`src/rtl/dpi_video_rx.sv`:
```
// -----------------------------------------------------------------------------
// dpi_video_rx
//   Receive side of a parallel RGB565 DPI panel interface. The block recovers
//   the column and line of each active pixel, measures the frame geometry
//   (active width, active height, horizontal total) and declares lock once
//   enough consecutive frames agree. lost_o pulses when that lock is dropped,
//   either by a bad frame or by the VSYNC watchdog.
//
// Ports
//   pxclk_i   pixel clock, all logic on the rising edge
//   rstn_i    asynchronous reset, active-low
//   de_i      data enable (DEN)
//   hsync_i   horizontal sync, active level set by HSYNC_POL
//   vsync_i   vertical sync, active level set by VSYNC_POL
//   r_i/g_i/b_i  RGB565 colour components
//   valid_o   pixel_o/col_o/lin_o carry a pixel this cycle
//   pixel_o   {r,g,b}
//   col_o     column of the pixel
//   lin_o     line of the pixel
//   sof_o     first valid pixel of a frame
//   width_o   active pixels per line of the last closed frame
//   height_o  active lines of the last closed frame
//   htotal_o  cycles between the last two HSYNC active edges
//   locked_o  geometry stable for LOCK_FRAMES frames
//   lost_o    one-cycle pulse when locked_o falls
// -----------------------------------------------------------------------------
module dpi_video_rx #(
  parameter int CW          = 9,
  parameter int LW          = 9,
  parameter bit HSYNC_POL   = 1'b0,
  parameter bit VSYNC_POL   = 1'b0,
  parameter int LOCK_FRAMES = 2,
  parameter int TIMEOUT     = 262144
) (
  input  logic          pxclk_i,
  input  logic          rstn_i,
  input  logic          de_i,
  input  logic          hsync_i,
  input  logic          vsync_i,
  input  logic [4:0]    r_i,
  input  logic [5:0]    g_i,
  input  logic [4:0]    b_i,
  output logic          valid_o,
  output logic [15:0]   pixel_o,
  output logic [CW-1:0] col_o,
  output logic [LW-1:0] lin_o,
  output logic          sof_o,
  output logic [CW:0]   width_o,
  output logic [LW:0]   height_o,
  output logic [10:0]   htotal_o,
  output logic          locked_o,
  output logic          lost_o
);

  localparam int MW  = (LOCK_FRAMES < 1) ? 1 : $clog2(LOCK_FRAMES + 1);
  localparam int WDW = $clog2(TIMEOUT + 1);

  localparam logic [CW-1:0]  COL_MAX  = '1;
  localparam logic [LW-1:0]  LIN_MAX  = '1;
  localparam logic [MW-1:0]  LOCK_MAX = MW'(LOCK_FRAMES);
  localparam logic [WDW-1:0] WD_LAST  = WDW'(TIMEOUT - 1);
  localparam logic [WDW-1:0] WD_MAX   = WDW'(TIMEOUT);
  localparam logic [10:0]    HT_MAX   = 11'h7FF;

  // Polarity-corrected syncs and their previous-cycle copies.
  logic vs_act, hs_act;
  logic de_q, vs_q, hs_q;

  assign vs_act = (vsync_i == VSYNC_POL);
  assign hs_act = (hsync_i == HSYNC_POL);

  logic vs_edge, hs_edge, de_rise, de_fall;

  assign vs_edge = vs_act & ~vs_q;
  assign hs_edge = hs_act & ~hs_q;
  assign de_rise = de_i & ~de_q;
  assign de_fall = ~de_i & de_q;

  // Frame tracking state.
  logic [CW-1:0]  col_cnt;
  logic [LW-1:0]  lin_cnt;
  logic [CW-1:0]  ref_width;
  logic           frame_bad;
  logic           frame_seen;
  logic           sof_pend;
  logic [MW-1:0]  match_cnt;
  logic [WDW-1:0] wd_cnt;
  logic [10:0]    hcnt;

  // Pixel path decode. A VS edge or DE rise makes this pixel column 0; a VS
  // edge also makes it line 0, so a pixel coincident with the VS edge opens
  // the new frame even when frame_seen is still clear.
  logic          pix_en;
  logic [CW-1:0] col_idx;
  logic [LW-1:0] lin_idx;
  logic          col_sat;
  logic [CW-1:0] col_inc;

  assign pix_en  = de_i & (frame_seen | vs_edge);
  assign col_idx = (vs_edge | de_rise) ? '0 : col_cnt;
  assign lin_idx = vs_edge ? '0 : lin_cnt;
  assign col_sat = (col_idx == COL_MAX);
  assign col_inc = col_sat ? col_idx : col_idx + CW'(1);

  // Line close. The *_eff values already include a line closing this cycle,
  // so a DE fall coincident with the VS edge is counted in the closing frame.
  logic          close_evt;
  logic          lin_sat;
  logic [CW-1:0] ref_eff;
  logic [LW-1:0] lin_eff;
  logic          bad_eff;
  logic          frame_good;

  assign close_evt = de_fall & frame_seen;
  assign lin_sat   = (lin_cnt == LIN_MAX);
  assign ref_eff   = (close_evt && lin_cnt == '0) ? col_cnt : ref_width;
  assign lin_eff   = (close_evt && !lin_sat) ? lin_cnt + LW'(1) : lin_cnt;

  // DE held high straight through the VS edge leaves the last line unclosed,
  // so the closing frame cannot be trusted.
  assign bad_eff = frame_bad
                 | (close_evt && lin_cnt != '0 && col_cnt != ref_width)
                 | (close_evt && lin_sat)
                 | (vs_edge & de_i & de_q);

  assign frame_good = !bad_eff && (lin_eff != '0)
                    && ({1'b0, ref_eff} == width_o)
                    && ({1'b0, lin_eff} == height_o);

  // The watchdog saturates at TIMEOUT, so it fires once per silence.
  logic wd_hit;
  assign wd_hit = !vs_edge && (wd_cnt == WD_LAST);

  logic [MW-1:0] match_nxt;
  logic          locked_nxt;

  always_comb begin
    // NOTE: every signal assigned in a combinational block gets a default on
    // entry; a path that leaves it unassigned would infer a latch.
    match_nxt = match_cnt;
    if (vs_edge) begin
      if (frame_seen) begin
        if (!frame_good)
          match_nxt = '0;
        else if (match_cnt != LOCK_MAX)
          match_nxt = match_cnt + MW'(1);
      end
    end else if (wd_hit) begin
      match_nxt = '0;
    end
  end

  assign locked_nxt = (match_nxt >= LOCK_MAX);

  // NOTE: state and output registers use non-blocking assignments so every
  // register samples pre-edge values regardless of statement order.
  always_ff @(posedge pxclk_i or negedge rstn_i) begin
    if (!rstn_i) begin
      de_q       <= 1'b0;
      vs_q       <= 1'b0;
      hs_q       <= 1'b0;
      col_cnt    <= '0;
      lin_cnt    <= '0;
      ref_width  <= '0;
      frame_bad  <= 1'b0;
      frame_seen <= 1'b0;
      sof_pend   <= 1'b0;
      match_cnt  <= '0;
      wd_cnt     <= '0;
      hcnt       <= '0;
      valid_o    <= 1'b0;
      pixel_o    <= '0;
      col_o      <= '0;
      lin_o      <= '0;
      sof_o      <= 1'b0;
      width_o    <= '0;
      height_o   <= '0;
      htotal_o   <= '0;
      locked_o   <= 1'b0;
      lost_o     <= 1'b0;
    end else begin
      de_q <= de_i;
      vs_q <= vs_act;
      hs_q <= hs_act;

      // Pixel output; data outputs hold while no pixel is valid.
      valid_o <= pix_en;
      sof_o   <= pix_en & (vs_edge | sof_pend);
      if (pix_en) begin
        pixel_o <= {r_i, g_i, b_i};
        col_o   <= col_idx;
        lin_o   <= lin_idx;
      end

      if (pix_en)
        sof_pend <= 1'b0;
      else if (vs_edge)
        sof_pend <= 1'b1;

      if (pix_en)
        col_cnt <= col_inc;
      else if (vs_edge)
        col_cnt <= '0;

      ref_width <= ref_eff;

      if (vs_edge) begin
        if (frame_seen) begin
          width_o  <= {1'b0, ref_eff};
          height_o <= {1'b0, lin_eff};
        end
        lin_cnt    <= '0;
        frame_bad  <= 1'b0;
        frame_seen <= 1'b1;
      end else begin
        lin_cnt   <= lin_eff;
        frame_bad <= bad_eff | (pix_en & col_sat);
        if (wd_hit)
          frame_seen <= 1'b0;
      end

      match_cnt <= match_nxt;
      locked_o  <= locked_nxt;
      lost_o    <= locked_o & ~locked_nxt;

      if (vs_edge)
        wd_cnt <= '0;
      else if (wd_cnt != WD_MAX)
        wd_cnt <= wd_cnt + WDW'(1);

      // Horizontal total: the counter restarts on each HSYNC active edge,
      // and the edge cycle itself is part of the line just measured.
      if (hs_edge) begin
        hcnt     <= '0;
        htotal_o <= (hcnt == HT_MAX) ? HT_MAX : hcnt + 11'd1;
      end else if (hcnt != HT_MAX) begin
        hcnt <= hcnt + 11'd1;
      end
    end
  end

endmodule

```
`config.mk`:
```
export PLATFORM = sky130hd
export DESIGN_NAME = dpi_video_rx
export DESIGN_NICKNAME = d
export VERILOG_FILES = /design/src/rtl/dpi_video_rx.sv
export SDC_FILE = /design/constraint.sdc
export NUM_CORES = 1
export LEC_CHECK = 0
export BUFFER_PORTS_ARGS = -buffer_cell sky130_fd_sc_hd__buf_4
export CORE_UTILIZATION = 32
export CTS_BUF_LIST = sky130_fd_sc_hd__clkbuf_4 sky130_fd_sc_hd__clkbuf_8
export DETAILED_ROUTE_END_ITERATION = 8
export GPL_TIMING_DRIVEN = 0
export HOLD_SLACK_MARGIN = 0.05
export SKIP_CTS_REPAIR_TIMING = 1
export SYNTH_ARGS = -nofsm -noshare
export SYNTH_HDL_FRONTEND = slang
export SYNTH_SLANG_ARGS = --single-unit
```
`constraint.sdc`:
```
create_clock -name pxclk_i -period 8.19 [get_ports pxclk_i]
set_input_delay 0.819 -clock pxclk_i [delete_from_list [all_inputs] [get_ports pxclk_i]]
set_output_delay 0.819 -clock pxclk_i [all_outputs]
set_load 0.05 [all_outputs]
```
==> impl_metrics.xml <==
<?xml version="1.0" encoding="UTF-8"?>
<metrics>
  <group name="place">
    <metric name="detailed_place_hpwl" unit="mm">11.1</metric>
    <metric name="dpl_cell_area" unit="µm²">7450</metric>
    <metric name="preCtsSetupSlack" unit="ps">4500</metric>
    <metric name="gp_congestion" unit="">0.818</metric>
    <metric name="buffer_ports.inserted" unit="">87</metric>
  </group>
  <group name="floorplan">
    <metric name="floorplan.initialDensity" unit="">0.328</metric>
    <metric name="die_w" unit="µm">144</metric>
    <metric name="design.core.area" unit="µm²">19600</metric>
    <metric name="core.rowCount" unit="">51</metric>
    <metric name="io_pins" unit="">90</metric>
    <metric name="die_height" unit="µm">144</metric>
    <metric name="floorplan_die_area" unit="µm²">20700</metric>
  </group>
  <group name="timing">
    <metric name="layout_setup_ws" unit="ps">4780</metric>
    <metric name="final_period_minus_worst_setup_slack" unit="ps">3410</metric>
    <metric name="setup-tns-final" unit="ps">0</metric>
    <metric name="slew-limit-headroom" unit="">0.549</metric>
    <metric name="final-hold-violation-count" unit="">0</metric>
    <metric name="fmax" unit="GHz">0.293</metric>
    <metric name="maxSlewViolCount" unit="">0</metric>
    <metric name="setup_viol_count_final" unit="">0</metric>
    <metric name="rsz_0062_raised_after_global_routing" unit="">false</metric>
    <metric name="worst_slew_pin_slew" unit="ps">670</metric>
    <metric name="fin_crit_sh" unit="">0.417</metric>
    <metric name="post_route_clock_skew" unit="ps">16.0</metric>
  </group>
  <group name="cells_and_area">
    <metric name="antenna-diode-count" unit="">0</metric>
    <metric name="ratio_of_cells_with_drive_above_1_in_the_final_layout" unit="">0.203</metric>
    <metric name="final_util" unit="">0.400</metric>
    <metric name="finalInstanceArea" unit="µm²">7850</metric>
    <metric name="number_of_nets_in_the_finished_design" unit="">805</metric>
    <metric name="fillers" unit="">1955</metric>
    <metric name="layout_overhead_on_the_synthesized_area" unit="%">22.1</metric>
    <metric name="multiInputGateArea" unit="µm²">2840</metric>
    <metric name="layout.area.seq" unit="µm²">3300</metric>
  </group>
  <group name="detailed_routing">
    <metric name="post_drt_wl_per_cell" unit="µm">14.5</metric>
    <metric name="vias_post_dr" unit="">5014</metric>
    <metric name="dr.pass1.iters" unit="">4</metric>
    <metric name="drt-total-wl" unit="mm">15.3</metric>
    <metric name="drt-initial-drc-count" unit="">265</metric>
    <metric name="detail-route-antenna-nets" unit="">0</metric>
    <metric name="vias_per_cell" unit="">4.76</metric>
    <metric name="drc" unit="">0</metric>
  </group>
  <group name="clock_tree">
    <metric name="clkSinkCount" unit="">132</metric>
    <metric name="tritoncts" unit="">done</metric>
    <metric name="cts_buffers" unit="">17</metric>
    <metric name="cts.clk_slew.worst_paths" unit="ps">80</metric>
    <metric name="clock_latency" unit="ps">440</metric>
    <metric name="clockBufferDepth" unit="">2</metric>
    <metric name="cts.htree.levels" unit="">4</metric>
    <metric name="clock_tree.root_cell" unit="">clkbuf_8</metric>
  </group>
  <group name="logic_synthesis">
    <metric name="synth_cells" unit="">668</metric>
    <metric name="netlist.top_cell.by_area" unit="">dfrtp_1</metric>
    <metric name="seq_total_area_yosys" unit="">0.514</metric>
    <metric name="asyncSetResetFlopFracSynth" unit="">1.00</metric>
    <metric name="synth_area_leaders" unit="">dfrtp_1 51%, nand2_1 7.1%, xnor2_1 4.2%</metric>
    <metric name="syn_area" unit="µm²">6430</metric>
    <metric name="synth.ff_latch_count" unit="">132</metric>
    <metric name="postSynth.topFlopCell" unit="">dfrtp_1</metric>
    <metric name="number_of_enable_flip_flop_cells_after_synthesis" unit="">0</metric>
    <metric name="yosysUniqueCellTypes" unit="">64</metric>
    <metric name="most_frequent_cells_after_synthesis" unit="">132 x dfrtp_1, 121 x nand2_1, 71 x nor2_1</metric>
    <metric name="yosysWarnings" unit="">0</metric>
    <metric name="post_synth.cell_area_avg" unit="µm²">9.62</metric>
    <metric name="synthMostInstantiatedCell" unit="">dfrtp_1</metric>
    <metric name="synthDominantCellAreaShare" unit="">0.514</metric>
  </group>
  <group name="power">
    <metric name="cellPowerDensity" unit="nW/µm²">221</metric>
    <metric name="switchingPower" unit="µW">587</metric>
    <metric name="switching_share" unit="">0.338</metric>
    <metric name="internal_power" unit="mW">1.15</metric>
    <metric name="part_of_the_total_power_dissipated_in_sequential_elements" unit="">0.441</metric>
    <metric name="ir_worst_vdd" unit="V">0.000126</metric>
    <metric name="pwr-share-comb" unit="">0.241</metric>
    <metric name="clockPowerShare" unit="">0.318</metric>
    <metric name="total_power" unit="mW">1.73</metric>
    <metric name="power_leakage" unit="nW">3.78</metric>
  </group>
  <group name="critical_path">
    <metric name="crit_path_max_fanout" unit="">8</metric>
    <metric name="cp_data_arrival_time" unit="ps">3790</metric>
    <metric name="worstSetupStartpointType" unit="">register</metric>
    <metric name="cp.required" unit="ps">8560</metric>
    <metric name="reg2reg_depth" unit="">11</metric>
    <metric name="critPathKind" unit="">reg -&gt; reg</metric>
    <metric name="cp-end-kind" unit="">register</metric>
  </group>
  <group name="global_route">
    <metric name="grt_start_max_net_pins" unit="">71</metric>
    <metric name="grt_first_pass_wirelength" unit="mm">24.9</metric>
    <metric name="number_of_global_route_vias_before_repair" unit="">4841</metric>
    <metric name="grtUsageTotal" unit="">0.156</metric>
    <metric name="grt.overflow.total" unit="">0</metric>
    <metric name="initial_antenna_violation_count" unit="">0</metric>
  </group>
  <group name="hold_path">
    <metric name="min_path_type" unit="">in -&gt; async</metric>
  </group>
  <group name="status">
    <metric name="outcome" unit="">finished clean</metric>
  </group>
  <group name="flow_run">
    <metric name="maxCapViolCount" unit="">0</metric>
  </group>
</metrics>
cells in the final DEF (no fill, tap or decap), types with 3 or more instances in the layout:
master | Yosys | layout
nand3_1 | 22 | 22
xor2_1 | 25 | 25
buf_6 | 3 | 4
a31oi_1 | 8 | 8
clkinvlp_4 | 0 | 3
nand2_1 | 121 | 121
ha_1 | 8 | 8
xnor2_1 | 31 | 31
nor3_1 | 4 | 4
clkbuf_8 | 0 | 18
nor2_1 | 71 | 71
and3_1 | 15 | 15
inv_1 | 26 | 26
nor4_1 | 5 | 5
buf_1 | 5 | 5
clkbuf_1 | 19 | 19
dfrtp_1 | 132 | 132
clkbuf_4 | 0 | 3
mux2i_1 | 7 | 7
o31ai_1 | 5 | 5
a21oi_1 | 23 | 23
o41ai_1 | 3 | 3
nand4_1 | 11 | 11
and2_1 | 7 | 7
and4_1 | 3 | 3
nand2b_1 | 6 | 6
buf_4 | 3 | 89
buf_2 | 8 | 8
or3_1 | 3 | 3
mux2_2 | 7 | 7
clkinv_4 | 0 | 3
or2_2 | 3 | 3
o21ai_0 | 37 | 37
logic make-up after synthesis:
| group | count (synthesis) | share of synthesized area |
|---|---|---|
| xor+xnor | 57 | 0.0788 |
| fa+ha+maj | 8 | 0.0156 |
| other cells | 1 | 0.000583 |
| simple gates | 289 | 0.221 |
| mux | 14 | 0.0232 |
| flops | 132 | 0.514 |
| buf+inv | 64 | 0.0442 |
| compound gates | 103 | 0.103 |
path summary, 6_finish.rpt:
check | slack, ps | startpoint | endpoint
worst max-delay path | 4780 | lin_cnt[5] | match_cnt[0]
worst min-delay path | 340 | rstn_i | htotal_o[0]
worst max register to register | 4780 | lin_cnt[5] | match_cnt[0]
worst min register to register | 480 | col_o[5] | col_o[5]
max in group asynchronous | 7090 | rstn_i | ref_width[5]
min in group pxclk_i | 480 | col_o[5] | col_o[5]
critical path, cell delays in order (launching register included):
cell and delay [ps]:
dfrtp_1 360, clkbuf_1 210, and4_1 300, and4_1 200
ha_1 230, and4bb_4 370, mux2i_1 470, xnor2_1 130
nor4_2 240, o2111ai_1 210, nor4_1 440, a32o_2 180
sequential cells by signal (all words and copies together), names as in the netlist, 9 cells and up:
register and count:
wd_cnt 19, pixel_o 16, hcnt 11, htotal_o 11, col_cnt 9, col_o 9
height_o 9, lin_cnt 9, lin_o 9, ref_width 9, width_o 9
layer usage:
layer,track usage,routed length (µm),part of all wire
met4,0.0633,308,0.020
met2,0.244,6850,0.45
met3,0.0400,854,0.056
met1,0.205,7250,0.48
met5,0,0,0
cell type report:
cell class,instances,share of cell area
sequential,132,0.421
multi-input combinational,473,0.363
timing repair buffer,88,0.0872
tap,265,0.0423
clock buffer,21,0.0344
buffer,38,0.0238
clock inverter,11,0.0163
inverter,26,0.0124
through the flow:
step           hold slack [ps]  std cells
6_report                   345       1054
5_1_grt                    367       1054
4_1_cts                    333       1054
3_5_place_dp               462       1022
3_3_place_gp               456       1021
2_1_floorplan              452        669
power groups by stage:
stage                     Combinational, mW  Sequential, mW  Clock, mW
after floorplan                       0.191           0.873          0
after global placement                0.416           0.776          0
after detailed placement              0.420           0.778          0
after CTS                             0.422           0.766      0.571
after global routing                  0.458           0.774      0.599
final                                 0.418           0.765      0.552
Power figures use the tool's default switching activity.
